### src/rtl/knapsack_search_if.sv
// Control/result bundle for knapsack_search: item table load, limits, start,
// and the search status/result outputs.
interface knapsack_search_if #(
  parameter int N_ITEMS = 5,
  parameter int ITEM_W  = 8,
  parameter int SUM_W   = 12,
  parameter int IDX_W   = 3
);
  logic                 load_en;
  logic [IDX_W-1:0]     load_idx;
  logic [ITEM_W-1:0]    load_weight;
  logic [ITEM_W-1:0]    load_value;
  logic [ITEM_W-1:0]    load_volume;
  logic [SUM_W-1:0]     max_weight;
  logic [SUM_W-1:0]     max_volume;
  logic [SUM_W-1:0]     min_value;
  logic                 start;
  logic                 busy;
  logic                 done;
  logic                 found;
  logic [N_ITEMS-1:0]   best_mask;
  logic [SUM_W-1:0]     best_value;
  logic [SUM_W-1:0]     best_weight;
  logic [SUM_W-1:0]     best_volume;

  modport master (
    output load_en, load_idx, load_weight, load_value, load_volume,
           max_weight, max_volume, min_value, start,
    input  busy, done, found, best_mask, best_value, best_weight, best_volume
  );

  modport slave (
    input  load_en, load_idx, load_weight, load_value, load_volume,
           max_weight, max_volume, min_value, start,
    output busy, done, found, best_mask, best_value, best_weight, best_volume
  );
endinterface

### src/rtl/knapsack_search.sv
// Exhaustive 0-1 knapsack search: one selection mask per clock over all
// 2^N_ITEMS masks, keeping the best-value mask that meets weight/volume/value.
module knapsack_search #(
  parameter int N_ITEMS = 5,
  parameter int ITEM_W  = 8,
  parameter int SUM_W   = 12,
  parameter int IDX_W   = 3
) (
  input logic              clk,
  input logic              rst_n,
  knapsack_search_if.slave bus
);
  typedef enum logic [1:0] {IDLE, SEARCH, DONE} state_t;

  state_t             state_q, state_d;
  logic [N_ITEMS-1:0] mask_q, mask_d;
  logic [N_ITEMS-1:0] best_mask_q, best_mask_d;
  logic [SUM_W-1:0]   lim_w_q, lim_w_d, lim_vol_q, lim_vol_d, lim_v_q, lim_v_d;
  logic [SUM_W-1:0]   best_v_q, best_v_d, best_w_q, best_w_d, best_vol_q, best_vol_d;
  logic               found_q, found_d, busy_q, busy_d, done_q, done_d;
  logic [ITEM_W-1:0]  tw_q [N_ITEMS];
  logic [ITEM_W-1:0]  tw_d [N_ITEMS];
  logic [ITEM_W-1:0]  tv_q [N_ITEMS];
  logic [ITEM_W-1:0]  tv_d [N_ITEMS];
  logic [ITEM_W-1:0]  tvol_q [N_ITEMS];
  logic [ITEM_W-1:0]  tvol_d [N_ITEMS];
  logic [SUM_W-1:0]   sum_w, sum_v, sum_vol;
  logic               qualify;

  always_comb begin
    sum_w   = '0;
    sum_v   = '0;
    sum_vol = '0;
    for (int unsigned i = 0; i < N_ITEMS; i++) begin
      if (mask_q[i]) begin
        sum_w   = sum_w   + SUM_W'(tw_q[i]);
        sum_v   = sum_v   + SUM_W'(tv_q[i]);
        sum_vol = sum_vol + SUM_W'(tvol_q[i]);
      end
    end
    qualify = (sum_w <= lim_w_q) && (sum_vol <= lim_vol_q) && (sum_v >= lim_v_q);
  end

  always_comb begin
    state_d     = state_q;
    mask_d      = mask_q;
    best_mask_d = best_mask_q;
    lim_w_d     = lim_w_q;
    lim_vol_d   = lim_vol_q;
    lim_v_d     = lim_v_q;
    best_v_d    = best_v_q;
    best_w_d    = best_w_q;
    best_vol_d  = best_vol_q;
    found_d     = found_q;
    tw_d        = tw_q;
    tv_d        = tv_q;
    tvol_d      = tvol_q;

    // Out-of-range indices never match any entry, so they are dropped here.
    if (bus.load_en && state_q != SEARCH) begin
      for (int unsigned i = 0; i < N_ITEMS; i++) begin
        if (bus.load_idx == IDX_W'(i)) begin
          tw_d[i]   = bus.load_weight;
          tv_d[i]   = bus.load_value;
          tvol_d[i] = bus.load_volume;
        end
      end
    end

    case (state_q)
      IDLE: begin
        if (bus.start) begin
          lim_w_d     = bus.max_weight;
          lim_vol_d   = bus.max_volume;
          lim_v_d     = bus.min_value;
          found_d     = 1'b0;
          best_mask_d = '0;
          best_v_d    = '0;
          best_w_d    = '0;
          best_vol_d  = '0;
          mask_d      = '0;
          state_d     = SEARCH;
        end
      end
      SEARCH: begin
        if (qualify && (!found_q || sum_v > best_v_q)) begin
          found_d     = 1'b1;
          best_mask_d = mask_q;
          best_v_d    = sum_v;
          best_w_d    = sum_w;
          best_vol_d  = sum_vol;
        end
        mask_d = mask_q + N_ITEMS'(1);
        if (mask_q == '1) state_d = DONE;
      end
      DONE:    state_d = IDLE;
      default: state_d = IDLE;
    endcase

    busy_d = (state_d == SEARCH);
    done_d = (state_d == DONE);
  end

  always_ff @(posedge clk) begin
    if (!rst_n) begin
      state_q     <= IDLE;
      mask_q      <= '0;
      best_mask_q <= '0;
      lim_w_q     <= '0;
      lim_vol_q   <= '0;
      lim_v_q     <= '0;
      best_v_q    <= '0;
      best_w_q    <= '0;
      best_vol_q  <= '0;
      found_q     <= 1'b0;
      busy_q      <= 1'b0;
      done_q      <= 1'b0;
      for (int unsigned i = 0; i < N_ITEMS; i++) begin
        tw_q[i]   <= '0;
        tv_q[i]   <= '0;
        tvol_q[i] <= '0;
      end
    end else begin
      state_q     <= state_d;
      mask_q      <= mask_d;
      best_mask_q <= best_mask_d;
      lim_w_q     <= lim_w_d;
      lim_vol_q   <= lim_vol_d;
      lim_v_q     <= lim_v_d;
      best_v_q    <= best_v_d;
      best_w_q    <= best_w_d;
      best_vol_q  <= best_vol_d;
      found_q     <= found_d;
      busy_q      <= busy_d;
      done_q      <= done_d;
      tw_q        <= tw_d;
      tv_q        <= tv_d;
      tvol_q      <= tvol_d;
    end
  end

  assign bus.busy        = busy_q;
  assign bus.done        = done_q;
  assign bus.found       = found_q;
  assign bus.best_mask   = best_mask_q;
  assign bus.best_value  = best_v_q;
  assign bus.best_weight = best_w_q;
  assign bus.best_volume = best_vol_q;
endmodule

### src/flat_wrapper.sv
// flat-port wrapper written by rule: the top's interface ports become plain ports
module knapsack_search_flat 
#(
  parameter int N_ITEMS = 5,
  parameter int ITEM_W  = 8,
  parameter int SUM_W   = 12,
  parameter int IDX_W   = 3
)
  (clk, rst_n, bus_load_en, bus_load_idx, bus_load_weight, bus_load_value, bus_load_volume, bus_max_weight, bus_max_volume, bus_min_value, bus_start, bus_busy, bus_done, bus_found, bus_best_mask, bus_best_value, bus_best_weight, bus_best_volume);
  knapsack_search_if #(.N_ITEMS(N_ITEMS), .ITEM_W(ITEM_W), .SUM_W(SUM_W), .IDX_W(IDX_W)) bus_i ();
  input logic clk;
  input logic rst_n;
  input wire logic [$bits(bus_i.load_en)-1:0] bus_load_en;
  input wire logic [$bits(bus_i.load_idx)-1:0] bus_load_idx;
  input wire logic [$bits(bus_i.load_weight)-1:0] bus_load_weight;
  input wire logic [$bits(bus_i.load_value)-1:0] bus_load_value;
  input wire logic [$bits(bus_i.load_volume)-1:0] bus_load_volume;
  input wire logic [$bits(bus_i.max_weight)-1:0] bus_max_weight;
  input wire logic [$bits(bus_i.max_volume)-1:0] bus_max_volume;
  input wire logic [$bits(bus_i.min_value)-1:0] bus_min_value;
  input wire logic [$bits(bus_i.start)-1:0] bus_start;
  output wire logic [$bits(bus_i.busy)-1:0] bus_busy;
  output wire logic [$bits(bus_i.done)-1:0] bus_done;
  output wire logic [$bits(bus_i.found)-1:0] bus_found;
  output wire logic [$bits(bus_i.best_mask)-1:0] bus_best_mask;
  output wire logic [$bits(bus_i.best_value)-1:0] bus_best_value;
  output wire logic [$bits(bus_i.best_weight)-1:0] bus_best_weight;
  output wire logic [$bits(bus_i.best_volume)-1:0] bus_best_volume;
  assign bus_i.load_en = bus_load_en;
  assign bus_i.load_idx = bus_load_idx;
  assign bus_i.load_weight = bus_load_weight;
  assign bus_i.load_value = bus_load_value;
  assign bus_i.load_volume = bus_load_volume;
  assign bus_i.max_weight = bus_max_weight;
  assign bus_i.max_volume = bus_max_volume;
  assign bus_i.min_value = bus_min_value;
  assign bus_i.start = bus_start;
  assign bus_busy = bus_i.busy;
  assign bus_done = bus_i.done;
  assign bus_found = bus_i.found;
  assign bus_best_mask = bus_i.best_mask;
  assign bus_best_value = bus_i.best_value;
  assign bus_best_weight = bus_i.best_weight;
  assign bus_best_volume = bus_i.best_volume;
  knapsack_search #(.N_ITEMS(N_ITEMS), .ITEM_W(ITEM_W), .SUM_W(SUM_W), .IDX_W(IDX_W)) u_core (.clk(clk), .rst_n(rst_n), .bus(bus_i));
endmodule
### config.mk
export PLATFORM = sky130hd
export DESIGN_NAME = knapsack_search_flat
export DESIGN_NICKNAME = d
export VERILOG_FILES = /design/src/rtl/knapsack_search_if.sv /design/src/rtl/knapsack_search.sv /design/src/flat_wrapper.sv
export SDC_FILE = /design/constraint.sdc
export NUM_CORES = 1
export LEC_CHECK = 0
export ABC_AREA = 1
export CORE_UTILIZATION = 32
export DETAILED_ROUTE_END_ITERATION = 8
export GPL_TIMING_DRIVEN = 0
export SLEW_MARGIN = 20
export SYNTH_ARGS = -nofsm -noshare
export SYNTH_HDL_FRONTEND = slang
export SYNTH_SLANG_ARGS = --single-unit
### constraint.sdc
create_clock -name clk -period 6.9 [get_ports clk]
set_input_delay 1.38 -clock clk [delete_from_list [all_inputs] [get_ports clk]]
set_output_delay 1.38 -clock clk [all_outputs]
set_load 0.01 [all_outputs]
==> flow_metrics.tcl, run 1 <==
set metrics [dict create \
    num-fill-cells 4465 \
    arrival_ns 7.21 \
    syn_area_mm2 0.0145 \
    post_synth.cell_area_avg_um2 6.68 \
    crit_start "u_core.mask_q[0]$_SDFFE_PN0P_" \
    placement_rows 77 \
    synthDistinctLibCells 46 \
    start_util 0.326 \
    grt_pass1_wl_um 75700 \
    viasPerCell 4.96 \
    ys_seq_area_frac 0.286 \
    finClkSkew_ns 0.0159 \
    maxCapViolCount 0 \
    cts_tree "built" \
    grt_usage 0.206 \
    tightest_slew_ns 0.950 \
    dp_hpwl_um 38700 \
    cp_top_family "simple AND/OR/NAND/NOR gates" \
    drtPass1Iterations 5 \
    ys_seq_elements 207 \
    slew_headroom 0.366 \
    vias 14700 \
    cts_buffer_depth 3 \
    fin_crit_ns 6.74 \
    seq_area_mm2 0.00415 \
    gp_congestion 0.915 \
    r2r-start "u_core.mask_q[0]$_SDFFE_PN0P_" \
    yosys_warnings 0 \
    multi_input_area_mm2 0.0102 \
    min_path_type "register to register" \
    clk_latency_ns 0.55 \
    path_max_fanout 8 \
    cp_slowest_stage_delay_ns 0.53 \
    route.detailed.drc 0 \
    setup_violations 0 \
    drive_gt1_frac 0.162 \
    hold_violations 0 \
    wl_per_cell_um 16.9 \
    area_growth_pct 31.2 \
    crit_type "register to register" \
    ant_nets 0 \
    grt_max_degree 13 \
    cts_max_level 1 \
    rsz0062_at_grt "yes" \
    final_nets 2586 \
    num_antenna_cells 0 \
    critPathBufInv 10 \
    placed_cell_area_mm2 0.0163 \
    finish.utilization 0.428 \
    synth_cells 2170 \
    io_buffers 110 \
    post-route-period-util 0.977 \
    final_cell_area_mm2 0.0190 \
    max_freq_mhz 148 \
    p_per_area_mw_per_mm2 164 \
    clkTransAtPathRegs_ns 0.06 \
    die_w_um 215 \
    cp-start-kind "register" \
    leakage_uw 0.00853 \
    dieArea_mm2 0.0461 \
    slowest_stage "fa_2" \
    ctsRootBufferMaster "clkbuf_16" \
    crit_top_cell "nand2_1" \
    core-area_mm2 0.0444 \
    drt_iter0_markers 1048 \
    status "finished, final reports clean" \
    ios 111 \
    final_max_slew_viol_count 0 \
    end_kind "register" \
    dieHeight_um 215 \
    cp.required_ns 7.37 \
    postCtsHoldBufs 0 \
    hold_slack_ns 0.442 \
    wl_um 50400 \
    hold_start "u_core.bus.best_weight[11]$_SDFFE_PN0P_" \
    cts_buffers 26 \
    clock-sinks 207 \
    ir_drop_uv 184 \
    grt_pass1_vias 14100 \
    grt_antenna_before_repair 1 \
    globalRoute.totalOverflow 0 \
]
sequential cells by signal, indices dropped and copies added, names as in the netlist, 2 cells and up:
register and flops:
u_core.lim_v_q 12, u_core.mask_q 5, u_core.lim_vol_q 12, u_core.bus.best_mask 5, u_core.bus.best_volume 12, u_core.tvol_q 40, u_core.bus.best_value 12, u_core.tw_q 40
u_core.tv_q 40, u_core.state_q 2, u_core.lim_w_q 12, u_core.bus.best_weight 12
synth_stat cells (all sizes together):
cell | instances | area, um2
a211oi | 4 | 30.0
o221ai | 1 | 8.76
xnor2 | 10 | 87.6
o311ai | 2 | 17.5
clkbuf | 62 | 233
nor3 | 17 | 85.1
xor2 | 34 | 298
and2 | 24 | 153
o21a | 8 | 60.1
clkinv | 4 | 15.0
inv | 262 | 983
buf | 28 | 161
mux2i | 1 | 10.0
conb | 1 | 3.75
o21ai | 222 | 1140
nand4 | 21 | 131
o21bai | 5 | 37.5
a31oi | 7 | 43.8
nand3b | 3 | 22.5
o211ai | 4 | 30.0
nor4 | 2 | 12.5
nand2 | 424 | 1660
nand3 | 197 | 1040
a221oi | 1 | 8.76
nor2 | 267 | 1010
or2 | 7 | 43.8
a21boi | 3 | 22.5
ha | 144 | 1800
a21oi | 185 | 945
dfxtp | 207 | 4140
a21o | 1 | 7.51
fa | 12 | 240
cell families (layout without fill, tap and decap cells):
kind of cell | count (synthesis) | in the layout | synth area share
XOR/XNOR | 44 | 44 | 0.0266
multiplexers | 1 | 1 | 0.000691
buffers and inverters | 356 | 565 | 0.0961
flip-flops | 207 | 207 | 0.286
AND/OR/NAND/NOR | 962 | 962 | 0.287
other | 1 | 4 | 0.000259
AO/OA/AOI/OAI | 443 | 443 | 0.163
adder cells (fa/ha/maj) | 156 | 156 | 0.141
worst paths after layout:
path | to | slack (ns) | cells after the start
worst max register to register | u_core.bus.best_volume[0]$_SDFFE_PN0P_ | 0.16 | 45
worst max-delay path | u_core.bus.best_volume[0]$_SDFFE_PN0P_ | 0.16 | 45
worst min-delay path | u_core.bus.best_weight[11]$_SDFFE_PN0P_ | 0.44 | 2
worst min register to register | u_core.bus.best_weight[11]$_SDFFE_PN0P_ | 0.44 | 2
worst register-to-register path, delay by kind of cell (launching register included):
kind,cells,cell delay (ns)
simple gates,19,1.96
fa+ha+maj,6,1.88
xor+xnor,2,0.28
compound gates,8,1.09
flops,1,0.38
buf+inv,10,1.07
final cells by class:
class                   instances  area share
multi-input cells            1610       0.535
flip-flops and latches        207       0.218
repair buffers                162      0.0820
inverters                     266      0.0525
clock buffers                  36      0.0410
well taps                     592      0.0390
plain buffers                  90      0.0255
clock inverters                11     0.00724
metrics by stage:
| stage | total power, uW | setup slack [ns] | cells | TNS, ns |
|---|---|---|---|---|
| after floorplan | 1470 | 0.582 | 2173 | 0 |
| after global placement | 1610 | -0.882 | 2875 | -28.75 |
| after detailed placement | 1620 | -0.907 | 2875 | -29.78 |
| after CTS | 3090 | 0.0213 | 2939 | 0 |
| after global routing | 3220 | -0.113 | 2974 | -3.36 |
| final | 3110 | 0.159 | 2974 | 0 |
placed cells by master, fill, tap and decap left out, types with 30 or more instances in the layout:
| cell | netlist | routed |
|---|---|---|
| o21ai_0 | 198 | 182 |
| nand2_2 | 22 | 46 |
| nand2_1 | 400 | 373 |
| inv_1 | 256 | 243 |
| clkdlybuf4s50_1 | 0 | 110 |
| a21oi_1 | 180 | 147 |
| nand3_1 | 190 | 171 |
| xor2_1 | 34 | 33 |
| dfxtp_1 | 207 | 206 |
| buf_4 | 4 | 48 |
| clkbuf_16 | 0 | 30 |
| ha_1 | 144 | 96 |
| ha_4 | 0 | 46 |
| clkbuf_1 | 62 | 62 |
| a21oi_2 | 5 | 36 |
| nor2_1 | 265 | 262 |
where the power goes:
group	switching (uW)	internal, uW	total [uW]	leakage [uW]
clock	561	896	1460	0.000448
combinational	241	156	397	0.00640
sequential	23.6	1240	1260	0.00168
routing by layer:
| layer | GRT usage | routed length (um) |
|---|---|---|
| met4 | 0.0645 | 1530 |
| met3 | 0.0226 | 2300 |
| met2 | 0.365 | 24400 |
| met1 | 0.260 | 22200 |
| met5 | 0 | 0 |
timing repair:
item	CTS	global route
endpoints found under the setup margin	42	42
buffers inserted	16	32
gates resized for setup	81	191
cloned	1	3
pin swaps	24	116
Power figures use the tool's default switching activity.
==> run 2: changes to the inputs <==
--- a/config.mk
+++ b/config.mk
@@ -6,9 +6,10 @@
 export NUM_CORES = 1
 export LEC_CHECK = 0
 export ABC_AREA = 1
-export CORE_UTILIZATION = 32
+export CORE_UTILIZATION = 60
 export DETAILED_ROUTE_END_ITERATION = 8
 export GPL_TIMING_DRIVEN = 0
+export PLACE_DENSITY = 0.82
 export SLEW_MARGIN = 20
 export SYNTH_ARGS = -nofsm -noshare
 export SYNTH_HDL_FRONTEND = slang
==> run 2 against run 1 <==
- the flow now finishes with violations (negative setup slack)
- non-clock buffer count rose by 15
- global-route usage rose by 16 points
- worst hold slack got worse by 0.014 ns
- register-to-register slack got worse by 0.32 ns
- maximum frequency fell by 4.6%
- design area fell by 1.4%
- critical path depth rose by 2
- critical endpoint is now u_core.bus.best_value[0]$_SDFFE_PN0P_
==> flow_metrics.tcl, run 2 (synthesis results as in run 1) <==
set metrics [dict create \
    status "finished, violations left" \
    violations "negative setup slack" \
    hold_start "u_core.bus.best_weight[11]$_SDFFE_PN0P_" \
    final_cell_mix "nand2_1 (360), nor2_1 (261), inv_1 (241)" \
    rsz0062_at_grt "yes" \
    drtPass1Iterations 6 \
    largestRegisters "u_core.tv_q x40, u_core.tvol_q x40, u_core.tw_q x40" \
    cp-start-kind "register" \
    leakage_uw 0.00864 \
    gp_congestion 0.953 \
    start_util 0.614 \
    grt_pass1_vias 14200 \
    cts_buffer_depth 3 \
    num_antenna_cells 0 \
    crit_type "register to register" \
    grt_max_degree 13 \
    dieArea_mm2 0.0248 \
    worst_slack_ns -0.165 \
    cts_buffers 25 \
    wl_um 50800 \
    crit_start "u_core.mask_q[0]$_SDFFE_PN0P_" \
    ios 111 \
    clkTransAtPathRegs_ns 0.06 \
    viasPerCell 5.94 \
    grt_usage 0.364 \
    max_freq_mhz 142 \
    core-area_mm2 0.0236 \
    place_inst 2602 \
    min_path_type "register to register" \
    dieHeight_um 157 \
    ant_nets 0 \
    placement_rows 56 \
    hold_slack_ns 0.428 \
    vias 16100 \
    arrival_ns 7.52 \
    ctsRootBufferMaster "clkbuf_16" \
    ir_drop_uv 196 \
    cts_max_level 1 \
    globalRoute.totalOverflow 0 \
    post-route-period-util 1.02 \
    tightest_slew_ns 0.924 \
    fin_crit_ns 7.06 \
    area_growth_pct 29.3 \
    route.detailed.drc 0 \
    final_nets 2600 \
    clk_latency_ns 0.55 \
    finClkSkew_ns 0.0205 \
    drt_iter0_markers 1670 \
    cp.required_ns 7.36 \
    p_per_area_mw_per_mm2 161 \
    slew_headroom 0.384 \
    drive_gt1_frac 0.170 \
    setup-tns-final_ns -2.23 \
    final_max_slew_viol_count 0 \
    clock-sinks 207 \
    finish.utilization 0.794 \
    io_buffers 110 \
    cp_slowest_stage_delay_ns 0.51 \
    die_w_um 157 \
    grt_pass1_wl_um 70800 \
    maxCapViolCount 0 \
    end_kind "register" \
    crit_top_cell "nand2_1" \
    dp_hpwl_um 34400 \
    r2r-start "u_core.mask_q[0]$_SDFFE_PN0P_" \
    path_max_fanout 6 \
    hold_violations 0 \
    slowest_stage "fa_2" \
    wl_per_cell_um 18.7 \
    setup_violations 30 \
    cts_tree "built" \
    final_cells 2712 \
    grt_antenna_before_repair 0 \
    final_common_cell "nand2_1" \
    num-fill-cells 1651 \
]
==> run 2: timing repair <==
item / in CTS / in global routing
buffers inserted: 14 / 47
cloned: 1 / 5
hold buffers: 0 / 0
gates resized for setup: 68 / 226
endpoints found under the setup margin: 42 / 42
pin swaps: 12 / 128
==> run 2: power by group <==
part	leakage, uW	total (uW)	switching, uW	internal (uW)
clock network	0.000400	1350	543	807
logic	0.00656	414	252	162
registers	0.00168	1260	24.9	1240
==> run 2: worst paths after layout <==
path | end | slack (ns) | cells past startpoint
worst max-delay path | u_core.bus.best_value[0]$_SDFFE_PN0P_ | -0.16 | 47
worst min-delay path | u_core.bus.best_weight[11]$_SDFFE_PN0P_ | 0.43 | 2
worst max register to register | u_core.bus.best_value[0]$_SDFFE_PN0P_ | -0.16 | 47
worst min register to register | u_core.bus.best_weight[11]$_SDFFE_PN0P_ | 0.43 | 2
==> run 2: critical path, delay by kind of cell (launching register included) <==
kind	cells	cell delay, ns
buf+inv	9	1.00
flops	1	0.39
compound gates	12	1.90
xor+xnor	1	0.20
simple gates	19	1.88
fa+ha+maj	6	1.60
==> run 2: layer usage <==
metal  GRT usage  vias up  routed length, um
met5           0        -                  0
met4       0.170        0               3370
met3      0.0457      245               4730
met2       0.615      909              23000
met1       0.459     7421              19700
li1            -     7521                  -
==> run 2: cell type report <==
| type | instances | area, um2 | area share |
|---|---|---|---|
| Multi-Input combinational cell | 1610 | 10200 | 0.544 |
| Buffer | 90 | 494 | 0.0264 |
| Clock inverter | 8 | 119 | 0.00634 |
| Timing Repair Buffer | 177 | 1700 | 0.0909 |
| Clock buffer | 35 | 693 | 0.0370 |
| Tap cell | 319 | 399 | 0.0213 |
| Sequential cell | 207 | 4150 | 0.221 |
| Inverter | 266 | 998 | 0.0533 |
==> run 2: metrics by stage <==
step	worst slack [ns]	cell area, um2	power [uW]
global route	-0.349	18700	3100
finish	-0.165	18700	3030
detailed placement	-0.776	16000	1610
global placement	-0.700	16000	1600
floorplan	0.582	14500	1470
CTS	0.000919	17200	2950
